===== src/rtl/keccak_msg_feeder.sv =====
// Feeds hash commands and message words into the keccak core under buffer_full backpressure,
// then captures the digest and holds it for a valid/ready consumer.
`timescale 1ns/1ps
module keccak_msg_feeder #(
    parameter int IW = 128,
    parameter int BW = 4,
    parameter int LW = 16,
    parameter int DW = 224
) (
    input  logic          clk,
    input  logic          reset_n,
    input  logic          cmd_valid,
    output logic          cmd_ready,
    input  logic [LW-1:0] cmd_len,
    input  logic [IW-1:0] src_data,
    input  logic          src_valid,
    output logic          src_ready,
    output logic          k_reset,
    output logic [IW-1:0] k_in,
    output logic          k_in_ready,
    output logic          k_is_last,
    output logic [BW-1:0] k_byte_num,
    input  logic          k_buffer_full,
    input  logic [DW-1:0] k_out,
    input  logic          k_out_ready,
    output logic          dig_valid,
    output logic [DW-1:0] dig_data,
    input  logic          dig_ready
);

    typedef enum logic [2:0] {IDLE, CLR, FEED, LAST, WAIT, DONE} state_t;

    localparam logic [LW-BW-1:0] ONE_WORD = 1;

    state_t           state;
    state_t           next_state;
    logic [LW-BW-1:0] nfull;
    logic [BW-1:0]    rem;
    logic [IW-1:0]    keep_mask;

    // Keeps the first rem bytes (MSB side) of the final partial word.
    assign keep_mask = ~({IW{1'b1}} >> {rem, 3'b000});

    always_comb begin
        next_state = state;
        cmd_ready  = 1'b0;
        src_ready  = 1'b0;
        k_in       = '0;
        k_in_ready = 1'b0;
        k_is_last  = 1'b0;
        k_byte_num = '0;
        case (state)
            IDLE: begin
                cmd_ready = !k_reset;
                if (cmd_valid && !k_reset)
                    next_state = CLR;
            end
            CLR: begin
                next_state = (nfull != '0) ? FEED : LAST;
            end
            FEED: begin
                k_in       = src_data;
                k_in_ready = src_valid;
                src_ready  = src_valid && !k_buffer_full;
                if (src_ready && nfull == ONE_WORD)
                    next_state = LAST;
            end
            LAST: begin
                k_is_last = 1'b1;
                // An exact multiple of the word size still needs an empty terminating word.
                if (rem != '0) begin
                    k_in       = src_data & keep_mask;
                    k_in_ready = src_valid;
                    src_ready  = src_valid && !k_buffer_full;
                    k_byte_num = rem;
                end else begin
                    k_in_ready = 1'b1;
                end
                if (k_in_ready && !k_buffer_full)
                    next_state = WAIT;
            end
            WAIT: begin
                if (k_out_ready)
                    next_state = DONE;
            end
            DONE: begin
                if (dig_ready)
                    next_state = IDLE;
            end
            default: next_state = IDLE;
        endcase
    end

    // k_reset is high out of reset and again for the single CLR cycle of each hash.
    always_ff @(posedge clk or negedge reset_n) begin
        if (!reset_n) begin
            state     <= IDLE;
            k_reset   <= 1'b1;
            nfull     <= '0;
            rem       <= '0;
            dig_valid <= 1'b0;
            dig_data  <= '0;
        end else begin
            state   <= next_state;
            k_reset <= (next_state == CLR);
            if (state == IDLE && cmd_valid && cmd_ready) begin
                nfull <= cmd_len[LW-1:BW];
                rem   <= cmd_len[BW-1:0];
            end
            if (state == FEED && src_ready)
                nfull <= nfull - ONE_WORD;
            if (state == WAIT && k_out_ready) begin
                dig_data  <= k_out;
                dig_valid <= 1'b1;
            end
            if (state == DONE && dig_ready)
                dig_valid <= 1'b0;
        end
    end

endmodule

===== config.mk =====
export PLATFORM = sky130hd
export DESIGN_NAME = keccak_msg_feeder
export DESIGN_NICKNAME = d
export VERILOG_FILES = /design/src/rtl/keccak_msg_feeder.sv
export SDC_FILE = /design/constraint.sdc
export NUM_CORES = 1
export LEC_CHECK = 0
export CORE_AREA = 5 5 280 282
export CTS_CLUSTER_DIAMETER = 30
export DETAILED_ROUTE_END_ITERATION = 12
export DIE_AREA = 0 0 285 287
export PLACE_DENSITY_LB_ADDON = 0.12
export SLEW_MARGIN = 25
export SYNTH_ARGS = -nofsm -noshare
export SYNTH_HDL_FRONTEND = slang
export SYNTH_SLANG_ARGS = --single-unit

===== constraint.sdc =====
create_clock -name clk -period 5.5 [get_ports clk]
set_clock_uncertainty 0.05 [all_clocks]
set_input_delay 1.1 -clock clk [delete_from_list [all_inputs] [get_ports clk]]
set_output_delay 1.1 -clock clk [all_outputs]
set_load 0.1 [all_outputs]

-- Yosys cells after proc, flatten, opt, wreduce, memory -nomap -nowiden
Cells that the tools add are included.
- $add $sub $neg: 1
- equal/unequal tests: 7
- shift-type cells: 1
- mux-type cells: 22
- bitwise gates (word level): 2
- reductions and logical operators: 16
- operator list (kind ; number):
    128-bit one-hot mux with 2 select lines ; 1
    128-bit AND ; 1
    128-bit two-way mux ; 1
    128-bit NOT ; 1
    128-bit by 7-bit right shift with 128-bit output (first input constant) ; 1
    12-bit two-way mux ; 2
    3-bit one-hot mux with 6 select lines ; 1
    3-bit two-way mux ; 5
    12-bit by 1-bit == test with 1-bit output (second input constant) ; 1
    12-bit nonzero test ; 1
    12-bit by 1-bit subtractor with 12-bit output (second input constant) ; 1
    1-bit logical AND ; 9
    1-bit two-way mux ; 8
    4-bit two-way mux ; 2
    3-bit by 1-bit == test with 1-bit output (second input constant) ; 2
    3-bit by 2-bit == test with 1-bit output (second input constant) ; 2
    3-bit == test (second input constant) ; 2
    1-bit one-hot mux with 2 select lines ; 2
    2-bit nonzero test ; 2
    4-bit nonzero test ; 1
    3-bit logical NOT ; 1
    1-bit logical NOT ; 2
- bits in registers: 245
- bits of input ports: 375
- output and inout port bits: 362
- logic and storage cells: 55

-- Longest topological paths before layout
- depth in word-level cells: 7
- mapped depth: 6
- mapped depth without buffers: 6

-- Least setup slack after synthesis
No wires, ideal clock.
- path kind: reg2reg
- start point: reg k_reset
- end point: reg state[0]
- library setup time: 0.110 ns
- arrival time: 4.800 ns
- data required time: 5.340 ns
- slack: 0.540 ns
- stages on the path, launching flop included: 7
- buffers on the path: 1
- clock period less this slack: 4.960 ns
- cells stage by stage: dfstp_2 -> nor4_1 -> nand2_1 -> clkinv_1 -> buf_2 -> a221oi_1 -> o41ai_1
- word-level cells in the longest chain between the ends: 4
- RTL lines (element ; RTL line ; source):
    start: declaration ; 18 ; output logic k_reset,
    start signal: assignment ; 105 ; k_reset <= (next_state == CLR);
    1-bit logical NOT ; 55 ; if (cmd_valid && !k_reset)
    1-bit logical AND ; 55 ;
    3-bit two-way mux ; 55 ;
    3-bit one-hot mux with 6 select lines ; 52 ; case (state)
    named net next_state[0] ; 36 ; state_t next_state;
    end signal: assignment ; 104 ; state <= next_state;
    end: declaration ; 35 ; state_t state;
The timed path passes the listed nets, and every way through them passes these cells.
A chain may end at the register's enable or synchronous reset.

-- Final worst setup path
- start point: reg state[0]
- end point: out k_in[125]
- word-level cells in the longest chain between the ends: 2
- elaborated cells between the ends (all ways): 3
- classes of those cells: eq/ne: 2; mux: 1
- RTL lines (element ; RTL line ; source):
    3-bit by 2-bit == test with 1-bit output ; 52 ;
    128-bit one-hot mux with 2 select lines * ; 52 ;
    end: declaration ; 19 ; output logic [IW-1:0] k_in,
Every way passes the cells marked *; elsewhere a longest branch is shown, timed or not.

==> run_results.csv <==
group,metric,value,unit
critical_path,cp_max_fo,16,
clock_tree,cts_max_path_buffers,3,
drt,routed_wl,60900,um
yosys,synth_xor_xnor_area_share,0,
clock_tree,worstSkewPairLatency,0.59,ns
job,maxCapViolations,0,
drt,vias,9710,
timing,setup_viol,0,
critical_path,cp_data_arrival_time,3.68,ns
critical_path,end_kind,"output pin",
grt,gr-usage-all-layers,0.142,
cells_and_area,fin_cells,2627,
grt,grt_pass1_wl,83200,um
clock_tree,cts_made_buffers,86,
clock_tree,cts_tree,"done",
yosys,synth_ff_type,"dfrtp_1",
yosys,netlist_area,0.0104,mm2
yosys,synth_edf_count,0,
placement,place_congestion,0.817,
critical_path,critPathLaunchType,"flop",
yosys,synth_mux_area_frac,0.242,
critical_path,required,4.35,ns
yosys,synth_top_family_by_area,"multiplexers",
die,initial_core_util,0.138,
grt,grt_max_degree,98,
grt,antenna_found_initial,27,
die,fp-row-count,101,
clock_tree,cts.sinks,245,
yosys,ys_warn_count,0,
timing,rsz0062_at_grt,"no",
die,die_h,287,um
cells_and_area,drive_above_1_share,0.264,
placement,portBuffers,736,
placement,dp_cells,2454,
die,core_area,0.0754,mm2
yosys,syn_nets,1147,
cells_and_area,final_common_cell,"clkdlybuf4s50_1",
yosys,syn_avg_cell_area,13.5,um2
die,fp.dieW,285,um
cells_and_area,final_cell_mix,"679 x clkdlybuf4s50_1, 244 x dfrtp_1, 224 x mux2_2",
timing,tightest_slew,1.11,ns
placement,hpwl,48800,um
critical_path,slowest_stage,"clkdlybuf4s50_1",
cells_and_area,nFillCells,7828,
die,fp.dieArea,0.0818,mm2
worst_hold_path,hp-class,"flop to flop",
yosys,synth_cell_type_count,42,
critical_path,critical_path_class,"flop to output pin",
timing,fin_crit,4.83,ns
yosys,synth_fa_ha_area_frac,0.00361,
drt,dr.pass1.iters,4,
die,io_pins,737,
drt,drt_iter0_drc,394,
critical_path,worstPathCellList,"nand2b_1 > nor4_1 > nor2_1 > and2_1 > clkdlybuf4s50_1",
yosys,yosys-top-cells-area,"dfrtp_1 59%, mux2_2 24%, and2_1 7.3%, nand2_1 0.90%, buf_2 0.87%",
timing,max_slew_margin,0.256,
yosys,synth_top_area_share,0.587,
critical_path,r2r_slack,2.28,ns
yosys,async_reset_ff_frac,1.00,
yosys,synth_compound_area_frac,0.0302,
drt,drc,0,
cells_and_area,fin_util,0.288,
clock_tree,cts_hold_buf,0,
grt,overflow,0,
clock_tree,cts.htree.levels,3,
cells_and_area,design_area,0.0217,mm2
placement,placed_area,0.0188,mm2
yosys,synth_top_cell_by_area,"dfrtp_1",
cells_and_area,syn_to_final_growth,109,%
yosys,seq_area_frac_synth,0.589,
drt,drtAntennaViolNets,0,
clock_tree,path_clk_slew,0.04,ns
grt,grt_pass1_vias,10813,
drt,routed_via_density,3.70,
timing,hold_violations,0,
clock_tree,cts_setup_buffers,0,
outcome,status,"finished, final reports clean",
timing,timing.final.crit_share,0.878,
critical_path,cp_slowest_stage_delay,1.16,ns
timing,tns,0,ns
cells_and_area,layout.nets,1942,
timing,max_clock_freq,207,MHz
clock_tree,root_buffer,"clkbuf_16",
yosys,synthCells,769,
yosys,synth-seq-cells,245,
drt,post_drt_wl_per_cell,23.2,um
yosys,synth-simple-area-share,0.117,
clock_tree,cts.repair.resized,0,
timing,slew_viol_final,0,
-- stage by stage --
stage          setup WS [ns]  hold slack, ns
3_3_place_gp            1.28           0.438
3_5_place_dp            1.25           0.444
2_1_floorplan          0.540           0.421
5_1_grt                0.422           0.463
4_1_cts                0.578           0.452
6_report               0.671           0.446
-- critical path: cells and delay by family (launching register included) --
kind | cells | cell delay (ns)
buffers and inverters | 1 | 1.16
flip-flops | 1 | 0.57
AND/OR/NAND/NOR | 4 | 1.35
-- Yosys cell counts, drive strengths merged, types with 6 or more instances --
cell type and n:
and2 122, a211oi 6, nor4 6, dfrtp 244, nand2 25, nor2 18
clkbuf 17, a21oi 13, buf 19, mux2 224, nand3 8, and3 13
-- routing by layer --
| metal | track usage | part of all wire | vias to the layer above |
|---|---|---|---|
| met3 | 0.0705 | 0.11 | 92 |
| met4 | 0.0577 | 0.032 | 0 |
| li1 | - | - | 4348 |
| met2 | 0.273 | 0.55 | 529 |
| met1 | 0.125 | 0.31 | 4741 |
| met5 | 0 | 0 | - |
-- final timing paths --
kind	from	endpoint	depth (start not counted)
max in group asynchronous	reset_n	dig_data[140]	2
worst min-delay path	dig_data[221]	dig_data[221]	1
min in group asynchronous	reset_n	dig_data[100]	1
worst max register to register	state[0]	state[0]	5
worst min register to register	dig_data[221]	dig_data[221]	1
worst max-delay path	state[0]	k_in[125]	5
-- area by class of cell --
type	instances	area [um2]	share of cell area
well taps	978	1220	0.0564
repair buffers	743	7330	0.338
multi-input cells	483	4100	0.189
clock buffers	132	2580	0.119
diodes	17	42.5	0.00196
flip-flops and latches	245	6130	0.283
inverters	5	18.8	0.000865
clock inverters	24	258	0.0119
-- kinds of logic (layout without fill, tap and decap cells) --
kind of cell | Yosys count | after routing
compound gates | 45 | 45
fa+ha+maj | 3 | 3
buf+inv | 41 | 904
flops | 245 | 245
mux | 224 | 224
other cells | 0 | 17
simple gates | 211 | 211
-- flip-flops by register name (all words and copies together), names as in the netlist --
| name | cells |
|---|---|
| dig_data | 224 |
| rem | 4 |
| state | 3 |
| dig_valid | 1 |
| nfull | 12 |
| k_reset | 1 |
Power is not shown: default switching activity piles up to over one toggle a cycle in this logic, so the estimate is an artifact.
